[config.mk]
export PLATFORM = sky130hd
export DESIGN_NAME = button_conditioner
export DESIGN_NICKNAME = d
export VERILOG_FILES = /design/src/rtl/button_conditioner.sv
export SDC_FILE = /design/constraint.sdc
export NUM_CORES = 1
export LEC_CHECK = 0
export CELL_PAD_IN_SITES_DETAIL_PLACEMENT = 0
export CELL_PAD_IN_SITES_GLOBAL_PLACEMENT = 1
export CORE_MARGIN = 10
export CORE_UTILIZATION = 38
export DETAILED_ROUTE_END_ITERATION = 7
export PLACE_DENSITY = 0.71
export SLEW_MARGIN = 10
export SYNTH_ARGS = -nofsm -noshare
export SYNTH_HDL_FRONTEND = slang
export SYNTH_SLANG_ARGS = --single-unit
[constraint.sdc]
create_clock -name clk -period 1.5 [get_ports clk]
set_input_delay 0.225 -clock clk [delete_from_list [all_inputs] [get_ports clk]]
set_output_delay 0.225 -clock clk [all_outputs]
set_load 0.05 [all_outputs]
[src/rtl/button_conditioner.sv]
`default_nettype none
// ============================================================================
//  Module   : button_conditioner
//  Brief    : Per-button 2-flop synchronizer and debounce, followed by a
//             press arbiter that emits one single-cycle one-hot pulse per
//             accepted press. A press of more than one button from IDLE
//             raises a one-cycle multi_err pulse instead.
//  Config   : BTN_COND_SYNC_EN - when defined, a 2-flop synchronizer sits in
//             front of the debouncer. When undefined, btn_raw feeds the
//             debouncer directly, for inputs that are already synchronous.
//  Revision : 1.0 - initial release
// ============================================================================
module button_conditioner #(
    parameter int NBTN            = 4,
    parameter int DEBOUNCE_CYCLES = 16
) (
    input  logic            clk,
    input  logic            reset,
    input  logic [NBTN-1:0] btn_raw,
    output logic [NBTN-1:0] btn,
    output logic [NBTN-1:0] btn_held,
    output logic            multi_err
);

    localparam int CW = $clog2(DEBOUNCE_CYCLES + 1);
    localparam logic [CW-1:0] c_CNT_LAST = CW'(DEBOUNCE_CYCLES - 1);

    localparam logic [1:0] c_ST_IDLE    = 2'd0;
    localparam logic [1:0] c_ST_HELD    = 2'd1;
    localparam logic [1:0] c_ST_LOCKOUT = 2'd2;

    logic [NBTN-1:0] w_samp;
    logic [NBTN-1:0] r_stable;
    logic [1:0]      r_state;
    logic            w_any;
    logic            w_onehot;

`ifdef BTN_COND_SYNC_EN
    logic [NBTN-1:0] r_sync1;
    logic [NBTN-1:0] r_sync2;

    // Two-stage synchronizer bringing the asynchronous pins into clk.
    always_ff @(posedge clk) begin
        if (reset) begin
            r_sync1 <= '0;
            r_sync2 <= '0;
        end else begin
            r_sync1 <= btn_raw;
            r_sync2 <= r_sync1;
        end
    end

    assign w_samp = r_sync2;
`else
    assign w_samp = btn_raw;
`endif

    // Independent debounce counter per button; a level change is accepted
    // only after DEBOUNCE_CYCLES consecutive differing samples.
    genvar gi;
    generate
        for (gi = 0; gi < NBTN; gi++) begin : g_debounce
            logic [CW-1:0] r_cnt;

            // Count differing samples, restart on any return to the old level.
            always_ff @(posedge clk) begin
                if (reset) begin
                    r_cnt        <= '0;
                    r_stable[gi] <= 1'b0;
                end else if (w_samp[gi] == r_stable[gi]) begin
                    r_cnt <= '0;
                end else if (r_cnt == c_CNT_LAST) begin
                    r_stable[gi] <= w_samp[gi];
                    r_cnt        <= '0;
                end else begin
                    r_cnt <= r_cnt + 1'b1;
                end
            end
        end
    endgenerate

    // The stable register is itself a flop, so it is exported directly.
    assign btn_held = r_stable;

    assign w_any    = |r_stable;
    assign w_onehot = w_any && ((r_stable & (r_stable - 1'b1)) == '0);

    // Press arbiter with registered single-cycle outputs.
    always_ff @(posedge clk) begin
        if (reset) begin
            r_state   <= c_ST_IDLE;
            btn       <= '0;
            multi_err <= 1'b0;
        end else begin
            btn       <= '0;
            multi_err <= 1'b0;
            case (r_state)
                c_ST_IDLE: begin
                    if (w_onehot) begin
                        btn     <= r_stable;
                        r_state <= c_ST_HELD;
                    end else if (w_any) begin
                        multi_err <= 1'b1;
                        r_state   <= c_ST_LOCKOUT;
                    end
                end
                c_ST_HELD: begin
                    if (!w_any) r_state <= c_ST_IDLE;
                end
                c_ST_LOCKOUT: begin
                    if (!w_any) r_state <= c_ST_IDLE;
                end
                default: begin
                    r_state <= c_ST_IDLE;
                end
            endcase
        end
    end

endmodule
`default_nettype wire

==> results.toml <==
[finish]
layout_common_cells = "dfxtp_1, nor2_1, buf_4"
multi_input_area_um2 = 637
fill_cells = 327
antenna_cells = 0
nNetsFinal = 171
regArea_um2 = 631
syn_to_final_growth_pct = 34.0
mostFrequentLayoutCell = "dfxtp_1"
drive_gt1_frac = 0.363
instances_no_fill = 203

[floorplanning]
die-area_um2 = 6110
die_y_um = 78.2
row_count = 21
ioPinCount = 15
fp.dieW_um = 78.2
coreArea_um2 = 3310
start_util = 0.388

[timing]
fin_tns_setup_ns = 0
max-slew-margin-rel = 0.719
slew_viol_final = 0
setup_viol = 0
clock.fmax_mhz = 699
min_period_ns = 1.43
fin_skew_ns = 0.00681
rsz0062_at_grt = "no"
worst_slack_ns = 0.0688
tightestPinTransition_ns = 0.420
timing.hold.ws_ns = 0.418
hold_viol_final = 0
post-route-period-util = 0.954

[synth]
synth_top_flop_cell = "dfxtp_1"
synthesis.nets = 141
syn_avg_cell_area_um2 = 10.2
netlist_area_um2 = 1280
seq_area_frac_synth = 0.483
async_flop_share = 0
synth_seq_cells = 31
synth_cells = 126
yosys.cell_types.count = 23
synth-edff-count = 0
ys_warn_count = 0

[worst_setup_path]
crit_path_max_fanout = 5
required_ns = 1.77
rrSetupSlack_ns = 0.07
r2r-end = "g_debounce[3].r_cnt[2]"
worstSetupPathType = "reg2reg"
crit_path_start_kind = "register"
r2r_cells = 5
critPathCaptureType = "register"
critPathArrivalTime_ns = 1.71
regToRegStartpoint = "g_debounce[3].r_cnt[0]"

[power_and_ir_drop]
pwr-share-comb = 0.049
p_sw_frac = 0.204
powerDensity_nw_per_um2 = 927
pwr-share-clk = 0.425
power_switching_uw = 326
ir_drop_mv = 0.485
p_leak_nw = 0.693
p_int_mw = 1.27
power.share.sequential = 0.526

[clock_tree]
cts_buffers = 5
ctsRootBufferMaster = "clkbuf_4"
path_clk_slew_ns = 0.09
numClockSinks = 31
cts_max_path_buffers = 2
tritoncts = "built"
clock_latency_ns = 0.33
cts_hold_buf = 0
cts_htree_levels = 2

[route]
viasPerCell = 4.61
via_count = 936
route.detailed.drc = 0
routed_wl_um = 2250
drt_iter0_drc = 34
ant_nets = 0
first_pass_iters = 2
wl_per_cell_um = 11.1

[placed_design]
dp_hpwl_um = 1730
numPortBuffers = 14
dp_slack_ns = -0.0562
dp.cells = 195
place_congestion = 0.689

[min_path]
min_from = "g_debounce[2].r_cnt[0]"
min_delay_worst_endpoint = "g_debounce[2].r_cnt[0]"
hold_path_class = "reg2reg"
hold_depth = 1

[global_route]
grt-ovfl-total = 0
grt_max_degree = 11
track_usage = 0.0841
grt_pass1_wl_um = 4080
grt_pass1_vias = 952
antenna_found_initial = 0

[flow_run]
maxCapViolCount = 0

[outcome]
status = "finished clean"
[kinds of logic after synthesis]
group	synth area share
xor+xnor	0.0886
compound gates	0.0351
buf+inv	0.0584
fa+ha+maj	0.0876
simple gates	0.208
mux	0.0389
flops	0.483
[Yosys cell counts (2+ instances only)]
| cell | count | area share |
|---|---|---|
| and3_1 | 4 | 0.019 |
| buf_4 | 3 | 0.018 |
| dfxtp_1 | 31 | 0.48 |
| ha_1 | 9 | 0.088 |
| inv_1 | 10 | 0.029 |
| mux2i_1 | 5 | 0.039 |
| nand3_1 | 4 | 0.016 |
| nor2_1 | 26 | 0.076 |
| nor3b_1 | 4 | 0.023 |
| nor4b_2 | 2 | 0.023 |
| o32ai_1 | 2 | 0.014 |
| or3_1 | 4 | 0.019 |
| xnor2_1 | 8 | 0.055 |
| xor2_1 | 5 | 0.034 |
[cell type report]
type / instances / area share
clock buffer: 6 / 0.0298
clock inverter: 2 / 0.0203
inverter: 10 / 0.0218
multi-input combinational: 80 / 0.370
sequential: 31 / 0.366
tap: 46 / 0.0334
timing repair buffer: 28 / 0.158
[worst max-delay path: stages (launching register included)]
cell and delay, ns:
dfxtp_1 0.32, ha_1 0.21, and3_1 0.18, ha_1 0.19, or3_4 0.37, nor2_1 0.11
[metal layers]
layer / wire length, um / vias up / track usage / part of all wire
met3: 97 / 4 / 0.0456 / 0.043
li1: - / 476 / - / -
met4: 44 / 0 / 0.0484 / 0.020
met2: 1190 / 12 / 0.141 / 0.53
met5: 0 / - / 0 / 0
met1: 919 / 444 / 0.0802 / 0.41
[timing repair]
action	in CTS	in global routing
endpoints found under the setup margin	18	26
resized for setup	6	16
setup buffers	0	0
pin swaps	0	4
[sequential cells by signal, summed over array words and instances, names as in the netlist]
name,count
g_debounce.r_cnt,20
btn,4
multi_err,1
btn_held,4
r_state,2
[per-stage QoR]
stage | util | area [um^2] | power (mW)
3_5_place_dp | 0.477 | 1580 | 0.926
4_1_cts | 0.510 | 1690 | 1.62
6_report | 0.520 | 1720 | 1.60
2_1_floorplan | - | 1280 | 0.890
3_3_place_gp | 0.477 | 1580 | 0.922
5_1_grt | 0.520 | 1720 | 1.68
[power by group through the flow]
stage	combinational (mW)	sequential [mW]	clock, mW
2_1_floorplan	0.0321	0.858	0
3_3_place_gp	0.0648	0.857	0
3_5_place_dp	0.0676	0.858	0
4_1_cts	0.0733	0.839	0.705
5_1_grt	0.0883	0.842	0.754
6_report	0.0783	0.840	0.678
[worst max path at each step]
stage,cells after the start,to,slack [ns],start
final,5,g_debounce[3].r_cnt[2],0.07,g_debounce[3].r_cnt[0]
after global routing,5,g_debounce[3].r_cnt[2],0.003,g_debounce[3].r_cnt[0]
after CTS,5,g_debounce[1].r_cnt[4],0.0005,g_debounce[1].r_cnt[0]
after detailed placement,3,r_state[1],-0.06,reset
after global placement,3,r_state[1],-0.01,reset
after floorplan,4,r_state[0],0.02,btn_held[1]
Note: power is estimated with default switching activity, not from simulation.
